$ cat src/rtl/uart_irq_aggregator_pkg.sv
// Shared types and constants for the UART interrupt aggregator: the sideband
// struct it consumes, the source index map and the register offsets.
package uart_irq_aggregator_pkg;

  localparam int unsigned TL_DW      = 32;
  localparam int unsigned UartIrqNum = 9;
  localparam logic [3:0]  IrqIdNone  = 4'hF;

  localparam int unsigned OffsState  = 32'h00;
  localparam int unsigned OffsEnable = 32'h04;
  localparam int unsigned OffsTest   = 32'h08;
  localparam int unsigned OffsId     = 32'h0C;
  localparam int unsigned OffsOvfCnt = 32'h10;

  typedef enum logic [3:0] {
    IdxTxWatermark = 4'd0,
    IdxTxEmpty     = 4'd1,
    IdxRxWatermark = 4'd2,
    IdxTxDone      = 4'd3,
    IdxRxOverflow  = 4'd4,
    IdxRxFrameErr  = 4'd5,
    IdxRxBreakErr  = 4'd6,
    IdxRxTimeout   = 4'd7,
    IdxRxParityErr = 4'd8
  } uart_irq_idx_e;

  typedef struct packed {
    logic tx;
    logic tx_en;
    logic rx_idle;
    logic intr_rx_parity_err;
    logic intr_rx_timeout;
    logic intr_rx_break_err;
    logic intr_rx_frame_err;
    logic intr_rx_overflow;
    logic intr_tx_done;
    logic intr_rx_watermark;
    logic intr_tx_empty;
    logic intr_tx_watermark;
  } uart_sideband_o_t;

endpackage

$ cat src/rtl/uart_irq_aggregator_prio_enc.sv
// Lowest-index-wins priority encoder with a valid flag; generic so other
// peripheral aggregators can reuse it.
module irq_prio_enc #(
  parameter int unsigned Width = 9,
  parameter int unsigned IdW   = $clog2(Width)
) (
  input  logic [Width-1:0] req_i,
  output logic             valid_o,
  output logic [IdW-1:0]   idx_o
);

  always_comb begin
    valid_o = |req_i;
    idx_o   = '0;
    // Scan downwards so the lowest set index is the last assignment.
    for (int i = Width - 1; i >= 0; i--) begin
      if (req_i[i]) idx_o = IdW'(i);
    end
  end

endmodule

$ cat src/rtl/uart_irq_aggregator.sv
// Aggregates the nine UART interrupt lines into sticky, maskable pending bits,
// drives one registered interrupt plus source ID, and exposes a register port.
module uart_irq_aggregator
  import uart_irq_aggregator_pkg::*;
#(
  parameter int unsigned CntW  = 16,
  parameter int unsigned AddrW = 5
) (
  input  logic                 clk_i,
  input  logic                 rst_i,
  input  uart_sideband_o_t     uart_sb_i,
  input  logic                 reg_req_i,
  input  logic                 reg_we_i,
  input  logic [AddrW-1:0]     reg_addr_i,
  input  logic [TL_DW-1:0]     reg_wdata_i,
  output logic                 reg_rvalid_o,
  output logic [TL_DW-1:0]     reg_rdata_o,
  output logic                 reg_err_o,
  output logic                 irq_o,
  output logic [3:0]           irq_id_o
);

  localparam int unsigned NumSrc = UartIrqNum;

  logic [NumSrc-1:0] src;
  logic [NumSrc-1:0] rise;
  logic [NumSrc-1:0] prev_p0;
  logic [NumSrc-1:0] pending_p0;
  logic [NumSrc-1:0] enable_p0;
  logic [NumSrc-1:0] active;
  logic [NumSrc-1:0] clr_mask;
  logic [NumSrc-1:0] set_mask;
  logic [CntW-1:0]   ovf_cnt_p0;
  logic              ovf_rise;
  logic              addr_ok;
  logic              wr_state, wr_enable, wr_test, wr_cnt;
  logic [TL_DW-1:0]  rd_data;
  logic              enc_valid;
  logic [3:0]        enc_idx;
  logic              unused_ok;

  assign src = {uart_sb_i.intr_rx_parity_err, uart_sb_i.intr_rx_timeout,
                uart_sb_i.intr_rx_break_err,  uart_sb_i.intr_rx_frame_err,
                uart_sb_i.intr_rx_overflow,   uart_sb_i.intr_tx_done,
                uart_sb_i.intr_rx_watermark,  uart_sb_i.intr_tx_empty,
                uart_sb_i.intr_tx_watermark};

  assign unused_ok = ^{reg_wdata_i[TL_DW-1:NumSrc], uart_sb_i.tx,
                       uart_sb_i.tx_en, uart_sb_i.rx_idle};

  assign rise     = src & ~prev_p0;
  assign ovf_rise = rise[IdxRxOverflow];

  // Misaligned or past-the-end accesses are rejected without side effects.
  assign addr_ok   = (reg_addr_i[1:0] == 2'b00) && (reg_addr_i <= AddrW'(OffsOvfCnt));
  assign wr_state  = reg_req_i && reg_we_i && addr_ok && (reg_addr_i == AddrW'(OffsState));
  assign wr_enable = reg_req_i && reg_we_i && addr_ok && (reg_addr_i == AddrW'(OffsEnable));
  assign wr_test   = reg_req_i && reg_we_i && addr_ok && (reg_addr_i == AddrW'(OffsTest));
  assign wr_cnt    = reg_req_i && reg_we_i && addr_ok && (reg_addr_i == AddrW'(OffsOvfCnt));

  assign clr_mask = wr_state ? reg_wdata_i[NumSrc-1:0] : '0;
  assign set_mask = rise | (wr_test ? reg_wdata_i[NumSrc-1:0] : '0);

  always_comb begin
    rd_data = '0;
    if (reg_addr_i == AddrW'(OffsState))       rd_data = TL_DW'(pending_p0);
    else if (reg_addr_i == AddrW'(OffsEnable)) rd_data = TL_DW'(enable_p0);
    else if (reg_addr_i == AddrW'(OffsId))     rd_data = TL_DW'(irq_id_o);
    else if (reg_addr_i == AddrW'(OffsOvfCnt)) rd_data = TL_DW'(ovf_cnt_p0);
  end

  // Stage p0: edge history, pending, enable and overflow counter
  always_ff @(posedge clk_i) begin
    if (rst_i) begin
      prev_p0    <= '0;
      pending_p0 <= '0;
      enable_p0  <= '0;
      ovf_cnt_p0 <= '0;
    end else begin
      prev_p0    <= src;
      pending_p0 <= (pending_p0 & ~clr_mask) | set_mask;
      if (wr_enable) enable_p0 <= reg_wdata_i[NumSrc-1:0];
      if (wr_cnt) begin
        ovf_cnt_p0 <= ovf_rise ? CntW'(1) : '0;
      end else if (ovf_rise && (ovf_cnt_p0 != {CntW{1'b1}})) begin
        ovf_cnt_p0 <= ovf_cnt_p0 + CntW'(1);
      end
    end
  end

  assign active = pending_p0 & enable_p0;

  irq_prio_enc #(
    .Width (NumSrc),
    .IdW   (4)
  ) u_prio_enc (
    .req_i   (active),
    .valid_o (enc_valid),
    .idx_o   (enc_idx)
  );

  // Stage p1: registered interrupt outputs and register response
  always_ff @(posedge clk_i) begin
    if (rst_i) begin
      irq_o        <= 1'b0;
      irq_id_o     <= IrqIdNone;
      reg_rvalid_o <= 1'b0;
      reg_rdata_o  <= '0;
      reg_err_o    <= 1'b0;
    end else begin
      irq_o        <= enc_valid;
      irq_id_o     <= enc_valid ? enc_idx : IrqIdNone;
      reg_rvalid_o <= reg_req_i;
      reg_rdata_o  <= (reg_req_i && !reg_we_i && addr_ok) ? rd_data : '0;
      reg_err_o    <= reg_req_i && !addr_ok;
    end
  end

endmodule

$ cat config.mk
export PLATFORM = sky130hd
export DESIGN_NAME = uart_irq_aggregator
export DESIGN_NICKNAME = d
export VERILOG_FILES = /design/src/rtl/uart_irq_aggregator_pkg.sv /design/src/rtl/uart_irq_aggregator_prio_enc.sv /design/src/rtl/uart_irq_aggregator.sv
export SDC_FILE = /design/constraint.sdc
export NUM_CORES = 1
export LEC_CHECK = 0
export CORE_MARGIN = 2
export CORE_UTILIZATION = 47
export DETAILED_ROUTE_END_ITERATION = 16
export GPL_ROUTABILITY_DRIVEN = 0
export GPL_TIMING_DRIVEN = 0
export PLACE_DENSITY = 0.8
export SYNTH_ARGS = -nofsm -noshare
export SYNTH_HDL_FRONTEND = slang
export SYNTH_SLANG_ARGS = --single-unit
$ cat constraint.sdc
create_clock -name clk_i -period 2.2 [get_ports clk_i]
set_clock_uncertainty 0.15 [all_clocks]
set_input_delay 0.44 -clock clk_i [delete_from_list [all_inputs] [get_ports clk_i]]
set_output_delay 0.44 -clock clk_i [all_outputs]
set_load 0.01 [all_outputs]
**After elaboration in Yosys (flattened, before gate mapping)**

Cells that the tools add are included.

- Add/sub/neg operators: 1
- $mul: 0
- Div/mod/pow operators: 0
- $lt $le $gt $ge: 1
- Equal/unequal tests: 5
- Shifts and indexed selects: 0
- Muxes and demuxes: 18
- Bitwise logic cells: 10
- Reduce and logical (&&, ||, !) cells: 21

Operator list:

| cell | number |
|---|---|
| 9-bit 2-to-1 mux | 6 |
| 4-bit 2-to-1 mux | 9 |
| 16-bit 2-to-1 mux | 2 |
| 9-bit AND | 3 |
| 9-bit inverter | 2 |
| 9-bit OR | 2 |
| 16-bit by 1-bit adder with 16-bit output (second input constant) | 1 |
| 16-bit inequality test (second input constant) | 1 |
| 1-bit logical AND | 11 |
| 5-bit by 4-bit equality test with 1-bit output (second input constant) | 2 |
| 9-bit OR reduction | 1 |
| 6-bit OR reduction | 1 |
| 5-bit by 3-bit equality test with 1-bit output (second input constant) | 1 |
| 5-bit equality test (second input constant) | 1 |
| 5-bit less-or-equal comparator (second input constant) | 1 |
| 5-bit zero test | 1 |
| 5-bit OR reduction | 1 |
| 2-bit OR reduction | 2 |
| 1-bit inverter | 3 |
| 1-bit zero test | 2 |
| 2-bit zero test | 1 |
| 2-bit nonzero test | 1 |
| 1-bit 2-to-1 mux | 1 |

- Register bits after elaboration: 82
- Latch bits: 0
- Bits in writable memories: 0
- ROM bits: 0
- Output and inout bits: 39
- Word-level logic and storage cells: 67
- Memories kept: 0

**Depth between registers and ports, before layout**

- Word-level depth: 10
- Gate-level depth with buffers: 6

**Cells and area by module**

A second synthesis with hierarchy kept.

- Cells, all modules: 341
- Area total of the unflattened synthesis: 3,019.1 µm²

By module, submodules not included:

| module | instances | cells an instance | area an instance (µm²) | sequential area each (µm²) |
|---|---|---|---|---|
| uart_irq_aggregator | 1 | 327 | 2,922.8 | 1,321.3 |
| irq_prio_enc | 1 | 14 | 96.3 | 0.0 |

**Worst setup path before layout**

Ideal clock, no wire load.

- Kind: register to register
- From: register ovf_cnt_p0[0]
- To: register ovf_cnt_p0[12]
- Arrival: 1.768 ns
- Data required time: 1.976 ns
- Setup slack: 0.208 ns
- Cell stages (with the launch flop): 7
- Path buffers: 1
- Cells stage by stage: dfxtp_1 ha_1 nand2_1 or3_1 clkbuf_2 or4_1 a21oi_1

- Cells in the longest elaborated chain, start to end: 3
- Elaborated cells between the ends (all ways): 6
- Classes of those cells: add/sub: 1; eq/ne: 1; mux: 2; reduce/logical: 2

Ends and longest elaborated chain:

| item | RTL line | source |
|---|---|---|
| start, declared | uart_irq_aggregator.sv:33 | `logic [CntW-1:0] ovf_cnt_p0;` |
| start signal, assigned | uart_irq_aggregator.sv:84 | `ovf_cnt_p0 <= ovf_rise ? CntW'(1) : '0;` |
| start signal, assigned | uart_irq_aggregator.sv:86 | `ovf_cnt_p0 <= ovf_cnt_p0 + CntW'(1);` |
| 16-bit by 1-bit adder with 16-bit output or 16-bit inequality test (tied branches) | uart_irq_aggregator.sv:86, uart_irq_aggregator.sv:85 |  |
| 16-bit 2-to-1 mux or 1-bit logical AND (tied branches) | uart_irq_aggregator.sv:85 | `end else if (ovf_rise && (ovf_cnt_p0 != {CntW{1'b1}})) begin` |
| 16-bit 2-to-1 mux or 2-bit nonzero test (tied branches) | n/a |  |

Parallel ways exist; a longest one is shown, timed or not. The select of a mux whose other input is x is not followed.
A chain may end at the register's enable or synchronous reset.

**Worst setup path in the final report**

- From: input port reg_addr_i[2]
- To: register enable_p0[0]

- Cells in the longest elaborated chain, start to end: 4
- Elaborated cells between the ends (all ways): 5
- Classes of those cells: order compare: 1; eq/ne: 1; reduce/logical: 3

Ends and longest elaborated chain:

| item | RTL line | source |
|---|---|---|
| start, declared | uart_irq_aggregator.sv:14 | `input logic [AddrW-1:0] reg_addr_i,` |
| 5-bit less-or-equal comparator | uart_irq_aggregator.sv:55 | `assign addr_ok = (reg_addr_i[1:0] == 2'b00) && (reg_addr_i <= AddrW'(OffsOvfCnt));` |
| 1-bit logical AND | uart_irq_aggregator.sv:55 |  |
| 1-bit logical AND | uart_irq_aggregator.sv:57 | `assign wr_enable = reg_req_i && reg_we_i && addr_ok && (reg_addr_i == AddrW'(OffsEnable));` |
| 1-bit logical AND (*) | uart_irq_aggregator.sv:57 |  |
| end signal, assigned | uart_irq_aggregator.sv:82 | `if (wr_enable) enable_p0 <= reg_wdata_i[NumSrc-1:0];` |
| end, declared | uart_irq_aggregator.sv:29 | `logic [NumSrc-1:0] enable_p0;` |

Mark *: on every way between the ends. The rest lies on a longest branch, timed or not.

==> impl_metrics.ini <==
[cts]
numCtsBuffers = 9
clock-sinks = 66
cts_buffer_depth = 2
cts_hold_buf = 0
root_buffer = clkbuf_8
cts.reportedPaths.clkPinSlew_ps = 70
cts_htree_levels = 3
clk_latency_ps = 350
cts_tree = done

[worst_setup_path]
crit_fanout = 9
cp.required_ps = 2270
crit_chain = clkdlybuf4s50_1 > nand2b_1 > nor4bb_1 > buf_4 > mux2i_1 > nor2_1
rr_worst_depth = 6
crit_path_end_kind = register
crit_arrival_ps = 2150
timing_worst_setup_path_type = in2reg
crit_path_max_incr_delay_ps = 590
worstSetupStartpointType = input port
cp_slowest_cell = clkdlybuf4s50_1

[timing]
worst_slew_pin_slew_ps = 598
finalSetupViolations = 0
slew_violations = 0
max_freq_mhz = 479
min_period_ps = 2090
hold_ws_ps = 353
slew_headroom_pct = 59.8
hold_viol = 0
fin_crit_sh_pct = 94.9

[routing]
drc = 0
wirelength_microns = 7170
drt-wirelength-per-cell_microns = 14.5
avgViaCountPerCell = 5.58
drt_iter0_markers = 215
ant_nets = 0
via_count = 2753
firstDrtPassIters = 5

[logic_synthesis]
synth.yosys.seq_area_share_pct = 44.4
netlist_area_sq_um = 2980
ys.flop_type = dfxtp_1
ys_ff_latch = 66
synth_edf_count = 0
async_reset_ff_share_pct = 0
synth_cell_types = 47
synth.yosys.warnings = 0
synth.avg_cell_area_sq_um = 8.81
syn_inst = 338

[floorplan]
initial_core_util_pct = 49.4
rows = 28
ios = 92
core-area_sq_um = 6030
die_x_microns = 83.6
dieHeight_microns = 83.6
dieArea_sq_um = 6990

[power_and_ir_drop]
powerDensity_nw_per_um2 = 634
peakVddDrop_mv = 0.401
power_leakage_nw = 1.38
power_w = 0.00247

[cells_and_area]
stdcell_count = 493
final_common_cell = dfxtp_1
multi_input_area_sq_um = 1550
diodes = 0
nets = 467
areaGrowthSynthToFinish_pct = 30.8
drive_gt1_share_pct = 12.7
most-common-layout-cells = dfxtp_1 (64), clkdlybuf4s50_1 (48), a21oi_1 (38)
regArea_sq_um = 1320
post-route-util_pct = 64.6
fillers = 515

[min_path]
holdCritPathClass = reg2reg
min_delay_path_depth = 2

[global_route]
grt_pass1_vias = 2526
grt-ovfl-total = 0
grt_first_pass_wirelength_microns = 11700
grt_max_degree = 12
antenna_found_initial = 0
grt_use_total_pct = 20.8

[flow_run]
maxCapViolCount = 0

[outcome]
status = complete, no violations

[placed_design]
dp_hpwl_microns = 4900
place_inst = 476
port_buffers = 48
[Yosys cell counts, drive strengths merged, types with 2 or more instances]
| cell | count | area (sq um) |
|---|---|---|
| mux2i | 12 | 120 |
| nand4 | 8 | 50.1 |
| nand4b | 2 | 17.5 |
| and2 | 9 | 56.3 |
| or4 | 11 | 83.8 |
| o21a | 2 | 15.0 |
| nand2b | 5 | 31.3 |
| and3 | 2 | 13.8 |
| nand3 | 8 | 45.0 |
| a31oi | 6 | 43.8 |
| nor2b | 24 | 150 |
| nor2 | 13 | 48.8 |
| nor4 | 4 | 31.3 |
| nor3 | 2 | 10.0 |
| and4 | 3 | 26.3 |
| clkbuf | 12 | 47.6 |
| or3 | 2 | 12.5 |
| nand2 | 24 | 90.1 |
| o31ai | 11 | 82.6 |
| a22o | 3 | 26.3 |
| a22oi | 5 | 37.5 |
| inv | 11 | 41.3 |
| o211ai | 6 | 45.0 |
| o2bb2ai | 4 | 35.0 |
| a21oi | 38 | 190 |
| dfxtp | 66 | 1320 |
| o21ai | 13 | 65.1 |
| a32o | 2 | 20.0 |
| buf | 20 | 140 |
[final cells by class]
cell class                      instances  share of cell area [%]
Buffer                                 31                    4.89
Clock buffer                           12                    3.73
Clock inverter                          4                    1.32
Inverter                               12                    1.19
Multi-Input combinational cell        243                    39.7
Sequential cell                        66                    34.0
Tap cell                               75                    2.41
Timing Repair Buffer                   50                    12.7
[power breakdown]
| group | switching, W | internal [W] | total (W) | leakage (nW) |
|---|---|---|---|---|
| logic | 0.000102 | 0.000104 | 0.000207 | 0.745 |
| registers | 0.0000227 | 0.00122 | 0.00125 | 0.538 |
| clock network | 0.000461 | 0.000555 | 0.00102 | 0.0966 |
[worst max-delay path: cells and delay by family]
family | cells | cell delay, ps
buffers and inverters | 2 | 860
and+or+nand+nor | 3 | 610
muxes | 1 | 240
[through the flow]
stage          setup TNS (ps)  instance area (sq um)  setup slack, ps
2_1_floorplan               0                   3030              208
3_3_place_gp           -19090                   3610             -595
3_5_place_dp           -21960                   3610             -676
4_1_cts                 -25.5                   3820            -12.8
5_1_grt                 -5.63                   3890            -4.80
6_report                    0                   3890              112
[routing by layer]
layer,routed length (microns),up-vias,global-route usage (%)
li1,-,1338,-
met4,142,0,11.6
met1,3220,1297,26.2
met5,0,-,0
met3,469,14,4.15
met2,3340,104,33.1
[sequential cells by signal (all words and copies together) (netlist names)]
register and count:
ovf_cnt_p0 16, reg_rdata_o 16, enable_p0 9, pending_p0 9, prev_p0 9, irq_id_o 4
irq_o 1, reg_err_o 1, reg_rvalid_o 1
[path summary, 6_finish.rpt]
path	start	endpoint	slack [ps]
min reg2reg	pending_p0[8]	reg_rdata_o[8]	350
max	reg_addr_i[2]	enable_p0[0]	110
min	pending_p0[8]	reg_rdata_o[8]	350
max reg2reg	ovf_cnt_p0[0]	ovf_cnt_p0[14]	130
[cell families after synthesis]
logic type	after synthesis	share of synthesized area (%)
adders and majority gates	1	0.420
AOI/OAI and AO/OA	92	19.3
and+or+nand+nor	122	23.9
DFF	66	44.4
other	1	0.126
buffers and inverters	44	7.82
muxes	12	4.04
[repair_timing]
| item | CTS | global route |
|---|---|---|
| setup buffers | 0 | 2 |
| pin swaps | 0 | 3 |
| gates cloned | 0 | 0 |
| gates resized for setup | 6 | 13 |
| endpoints found under the setup margin | 32 | 35 |
(Power assumes the default switching activity.)
==> RTL change 1 (same flow settings) <==
Reset style: asynchronous (`rst_i`), changed in 2 clocked blocks.
--- a/src/rtl/uart_irq_aggregator.sv
+++ b/src/rtl/uart_irq_aggregator.sv
@@ -71,5 +71,5 @@
 
   // Stage p0: edge history, pending, enable and overflow counter
-  always_ff @(posedge clk_i) begin
+  always_ff @(posedge clk_i or posedge rst_i) begin
     if (rst_i) begin
       prev_p0    <= '0;
@@ -101,5 +101,5 @@
 
   // Stage p1: registered interrupt outputs and register response
-  always_ff @(posedge clk_i) begin
+  always_ff @(posedge clk_i or posedge rst_i) begin
     if (rst_i) begin
       irq_o        <= 1'b0;
Behaviour: differs if rst_i is asserted again (counterexample within 4 cycles, from zero or initial values and one cycle with rst_i high); with rst_i held inactive, the same outputs for 10 cycles.
==> RTL change 1 against the original RTL <==
  * Area after synthesis up 6.2%
  * Final cell count is 6.1% lower
  * Setup slack worse by 0.056 ns
  * Routed wire length grew 2.7%
  * Maximum frequency decreased by 2.6%
  * Via count fell by 3.8%
  * Global-route usage rose by 0.25 points
  * Worst hold slack worse by 0.086 ns
  * Count of clock-buffer cells in the layout fell by 2
  * Sequential cell count unchanged
  * Design area increased by 7.3%
  * Largest cell class is now flip-flops and latches
  * Highest routed layer unchanged
Power is not compared: it rests on default switching activity, and its combinational part moved more than twofold at a synthesized area within 25%.
==> RTL change 1: results (changes against the original RTL) <==
Synth area leaders: sky130_fd_sc_hd__dfrtp_1 49%, sky130_fd_sc_hd__buf_4 3.8%, sky130_fd_sc_hd__dfstp_2 3.3% (was sky130_fd_sc_hd__dfxtp_1 44%, sky130_fd_sc_hd__a21oi_1 6.4%, sky130_fd_sc_hd__nor2b_1 5.0%). The run gives 21.0% (was 20.8%) as the aggregate global-route resource usage. Cell at the root of the clock tree: sky130_fd_sc_hd__clkbuf_8 (unchanged).

The distinct cell type count of the synthesized netlist is 53 (was 47), and the largest incremental delay on the critical path is 0.57 ns (was 0.59 ns). The analysis attributes to cell leakage a power of 0.00182 uW. Wire length of the first global-routing pass: 12100 um (was 11700 um). The number of H-tree levels is 3 (unchanged), and the total number of nets in the final design is 435 (was 467).

The async set or reset register ratio after synthesis is 100% (was 0%). The DRC violation total after the first TritonRoute iteration was 188 (was 215); the count of vias placed by the detailed router was 2649 (was 2753). The maximum fanout along the worst path was 8 (was 9). Post-synth top cells: 62 x sky130_fd_sc_hd__dfrtp_1, 24 x sky130_fd_sc_hd__nand2_1, 18 x sky130_fd_sc_hd__o21ai_0, 16 x sky130_fd_sc_hd__buf_4, 15 x sky130_fd_sc_hd__nand3_1 (was 66 x sky130_fd_sc_hd__dfxtp_1, 38 x sky130_fd_sc_hd__a21oi_1, 24 x sky130_fd_sc_hd__nand2_1, 24 x sky130_fd_sc_hd__nor2b_1, 16 x sky130_fd_sc_hd__buf_4). The tools report the maximum number of pins on one net before global-route repair as 40 (was 12). The worst hold path class was flip-flop to flip-flop (unchanged). The clock latency reported for the late side of the worst-skew pair was 0.35 ns (about the same); the total of buffers placed on input and output ports was 49 (was 48).

The placed wire-length estimate after detailed placement was 5070 um (was 4900 um). Average wire per cell in the routed design: 15.9 um (was 14.5 um). The slowest cell on the critical path was sky130_fd_sc_hd__or3b_2 (was sky130_fd_sc_hd__clkdlybuf4s50_1). The flow ran to the end, and the final reports show no timing, DRC or antenna violations. For the worst slack after detailed placement, the log shows -0.552 ns (was -0.676 ns). The critical path's top delay family is simple AND/OR/NAND/NOR gates (was buffers and inverters). The worst slew margin relative to its limit came out at 58.5% (was 59.8%). The arrival time of the worst setup path is 2.23 ns (was 2.15 ns). The antenna diode count came out at 0 (unchanged).

The run gives 2541 (was 2526) as the number of global-route vias before repair. The fraction of layout instances using a drive strength above 1 is 17.9% (was 12.7%), and the initial antenna violation count is 0 (unchanged). The run gives 2 (unchanged) as the maximum number of buffers from clock root to sink.

Share of the yosys chip area belonging to registers: 52.4% (was 44.4%).
RTL change 1: cell types whose count changed in the layout (fill, tap and decap cells not counted), sizes merged, moves of 9 or more:
| cell | delta |
|---|---|
| a21oi | -25 |
| clkbuf | -9 |
| dfrtp | +62 |
| dfxtp | -66 |
| mux2 | +9 |
| nor2b | -19 |
RTL change 1: per-stage QoR:
step	TNS, ns	instance area, um^2	instances	power [uW]	util (%)
global placement	-16.63	3810	445	1980	59.3
CTS	0	4120	462	3390	64.2
detailed placement	-17.64	3830	446	2000	59.6
floorplan	0	3220	319	1770	-
finish	0	4180	463	3390	65.0
global route	-0.00441	4180	463	3530	65.0
RTL change 1: final timing paths:
check | from | to | slack, ns | cells past startpoint
worst max register to register | ovf_cnt_p0[5] | ovf_cnt_p0[15] | 0.17 | 5
worst min-delay path | prev_p0[0] | pending_p0[0] | 0.27 | 1
min in group asynchronous | rst_i | ovf_cnt_p0[7] | 0.37 | 2
max in group asynchronous | rst_i | irq_id_o[0] | 0.90 | 3
worst min register to register | prev_p0[0] | pending_p0[0] | 0.27 | 1
worst max-delay path | reg_addr_i[1] | reg_rdata_o[5] | 0.06 | 5
RTL change 1: logic make-up (layout without fill, tap and decap cells):
logic type	after synthesis	after routing	share of synthesized area (%)
buf+inv	37	104	6.37
flops	66	66	52.4
fa+ha+maj	1	1	0.396
simple gates	114	114	20.6
mux	18	18	6.05
other cells	1	16	0.119
compound gates	67	67	14.0
RTL change 1: power by group through the flow:
stage / Sequential (uW) / Combinational (uW) / Clock (uW)
finish: 1500 / 506 / 1390
global route: 1520 / 561 / 1460
CTS: 1490 / 496 / 1400
detailed placement: 1510 / 489 / 0
global placement: 1510 / 470 / 0
floorplan: 1490 / 280 / 0
RTL change 1: layer usage:
layer	wire length [um]	vias up	GRT usage [%]
met5	0	-	0
met4	156	0	8.23
met3	506	17	5.68
met2	3440	116	31.6
met1	3260	1279	29.0
li1	-	1237	-
RTL change 1: area by class of cell:
| cell class | instances | area (um^2) |
|---|---|---|
| Clock buffer | 10 | 138 |
| Multi-Input combinational cell | 216 | 1420 |
| Timing Repair Buffer | 52 | 526 |
| Sequential cell | 66 | 1660 |
| Fill cell | 490 | 2250 |
| Tap cell | 77 | 96.3 |
| Clock inverter | 6 | 136 |
| Inverter | 13 | 52.6 |
| Buffer | 23 | 156 |
RTL change 1: timing repair:
item	4_1_cts	5_1_grt
buffers inserted	0	2
gates resized for setup	6	12
hold buffers	0	0
setup endpoints to repair	33	40
==> RTL change 2 (same flow settings) <==
Made on the original files. The package constant `TL_DW` goes from 32 to 64.
--- a/src/rtl/uart_irq_aggregator_pkg.sv
+++ b/src/rtl/uart_irq_aggregator_pkg.sv
@@ -3,5 +3,5 @@
 package uart_irq_aggregator_pkg;
 
-  localparam int unsigned TL_DW      = 32;
+  localparam int unsigned TL_DW      = 64;
   localparam int unsigned UartIrqNum = 9;
   localparam logic [3:0]  IrqIdNone  = 4'hF;
Ports: changed (resized reg_rdata_o and reg_wdata_i); port bits go from 92 to 156. No check against the original RTL was run, so the function may have changed too.
==> RTL change 2 against the original RTL <==
  * Via count rose by 4.3%
  * Synthesized cell count increased by 9.5%
  * Area after synthesis increased by 8.1%
  * Design area grew 9.2%
  * Sequential power about the same
  * Setup slack got worse by 0.024 ns
  * Global-route usage decreased by 0.50 points
  * Total power grew 4.2%
  * Largest power group unchanged
  * Sequential cell count stayed put
  * Routed wire length up 2.0%
==> RTL change 2: results (changes against the original RTL) <==
Detailed-route vias per instance: 5.12 (was 5.58). The fraction of layout instances using a drive strength above 1 was 17.7% (was 12.7%). The distinct cell type count of the synthesized netlist was 47 (unchanged); the worst setup slack for register-to-register paths was 0.11 ns (was 0.13 ns).

Leakage power of the design: 0.00164 uW (was 0.00138 uW). Post-synth top cells: 66 x sky130_fd_sc_hd__dfxtp_1, 48 x sky130_fd_sc_hd__buf_4, 38 x sky130_fd_sc_hd__a21oi_1, 24 x sky130_fd_sc_hd__nand2_1, 24 x sky130_fd_sc_hd__nor2b_1 (was 66 x sky130_fd_sc_hd__dfxtp_1, 38 x sky130_fd_sc_hd__a21oi_1, 24 x sky130_fd_sc_hd__nand2_1, 24 x sky130_fd_sc_hd__nor2b_1, 16 x sky130_fd_sc_hd__buf_4). The number of placed instances with taps included was 545 (was 476); the total number of nets in the final design was 562 (was 467). The average wire per cell in the routed design is 13.0 um (was 14.5 um).

Worst hold path class: flip-flop to flip-flop (unchanged). The yosys synthesis warning count is 0 (unchanged). The cell at the root of the clock tree was sky130_fd_sc_hd__clkbuf_8 (unchanged).

The logs give 7310 um (was 7170 um) for the final wirelength and 3180 um (was 3220 um) for the detailed-routing wirelength on met1. The internal power consumption was 1950 uW (was 1880 uW). The number of standard cells after synthesis is 370 (was 338). The tools report the clock latency reported for the late side of the worst-skew pair as 0.35 ns (about the same). The DRC violation total after the first TritonRoute iteration is 197 (was 215), and the utilization after layout is 63.3% (was 64.6%). Clock-pin transition on the worst setup and hold timing paths: 0.07 ns (about the same). The number of filler cells placed in the layout is 582 (was 515), and the maximum number of pins on one net before global-route repair is 12 (unchanged). The flow ran to the end, and the final reports show no timing, DRC or antenna violations.

The arrival time of the worst setup path was 2.22 ns (was 2.15 ns). Synth area leaders: sky130_fd_sc_hd__dfxtp_1 41%, sky130_fd_sc_hd__buf_4 11%, sky130_fd_sc_hd__a21oi_1 5.9% (was sky130_fd_sc_hd__dfxtp_1 44%, sky130_fd_sc_hd__a21oi_1 6.4%, sky130_fd_sc_hd__nor2b_1 5.0%). The worst slew margin relative to its limit was 51.1% (was 59.8%); the placed wire-length estimate after detailed placement was 5170 um (was 4900 um).

The maximum fanout along the worst path was 9 (unchanged). Total cell area at the placement stage: 3970 um^2 (was 3610 um^2). The wire length of the first global-routing pass was 11800 um (was 11700 um); the worst vdd rail ir drop was 376 uV (was 401 uV). The tools report the aggregate global-route resource usage as 20.3% (was 20.8%). The tools report the amount of wire on met2 after detailed routing as 3290 um (was 3340 um). Antenna diode count: 0 (unchanged).

The tools report the detailed route wirelength on metal3 as 704 um (was 469 um). The number of global-route vias before repair was 2439 (was 2526). The length of the first detailed-routing pass in iterations is 5 (unchanged), and the share of the yosys chip area belonging to registers is 41.1% (was 44.4%).
RTL change 2: power by group through the flow:
stage / Clock [uW] / Combinational (uW) / Sequential (uW)
6_report: 1050 / 275 / 1250
5_1_grt: 1110 / 304 / 1250
3_3_place_gp: 0 / 257 / 1270
4_1_cts: 1060 / 264 / 1240
2_1_floorplan: 0 / 179 / 1270
3_5_place_dp: 0 / 260 / 1270
RTL change 2: final cells by class:
type	count	share of cell area (%)
Clock buffer	12	3.65
Inverter	12	1.15
Tap cell	80	2.35
Multi-Input combinational cell	275	39.0
Clock inverter	4	1.18
Timing Repair Buffer	49	11.5
Buffer	63	10.1
Sequential cell	66	31.1
RTL change 2: final timing paths:
| check | to | depth (start not counted) | startpoint |
|---|---|---|---|
| max | reg_rdata_o[4] | 6 | reg_addr_i[1] |
| min | reg_rdata_o[8] | 2 | pending_p0[8] |
| max reg2reg | ovf_cnt_p0[14] | 6 | ovf_cnt_p0[1] |
| min reg2reg | reg_rdata_o[8] | 2 | pending_p0[8] |
RTL change 2: routing by layer:
| metal | track usage (%) | vias to the layer above |
|---|---|---|
| li1 | - | 1439 |
| met1 | 26.6 | 1277 |
| met2 | 30.8 | 142 |
| met3 | 6.76 | 14 |
| met4 | 7.95 | 0 |
| met5 | 0 | - |
RTL change 2: kinds of logic after synthesis:
group	Yosys count	share of synthesized area (%)
AND/OR/NAND/NOR	122	22.1
AO/OA/AOI/OAI	92	17.9
buffers and inverters	76	14.7
flip-flops	66	41.1
multiplexers	12	3.73
adder cells (fa/ha/maj)	1	0.389
other	1	0.117
RTL change 2: worst max-delay path, stage by stage:
cell and delay [ns]:
sky130_fd_sc_hd__clkdlybuf4s50_1 0.55, sky130_fd_sc_hd__nor4_4 0.54, sky130_fd_sc_hd__nor2b_1 0.18, sky130_fd_sc_hd__buf_2 0.24, sky130_fd_sc_hd__nand2_1 0.09, sky130_fd_sc_hd__a21oi_1 0.19
RTL change 2: stage by stage:
step | worst slack, ns | hold slack [ns]
CTS | -0.0489 | 0.345
floorplan | 0.208 | 0.292
global route | -0.00163 | 0.365
finish | 0.0887 | 0.341
global placement | -0.619 | 0.328
detailed placement | -0.675 | 0.332
RTL change 2: what timing repair did:
item,CTS,global route
pin swaps,0,1
setup endpoints to repair,39,44
resized for setup,4,14
buffers inserted,0,1
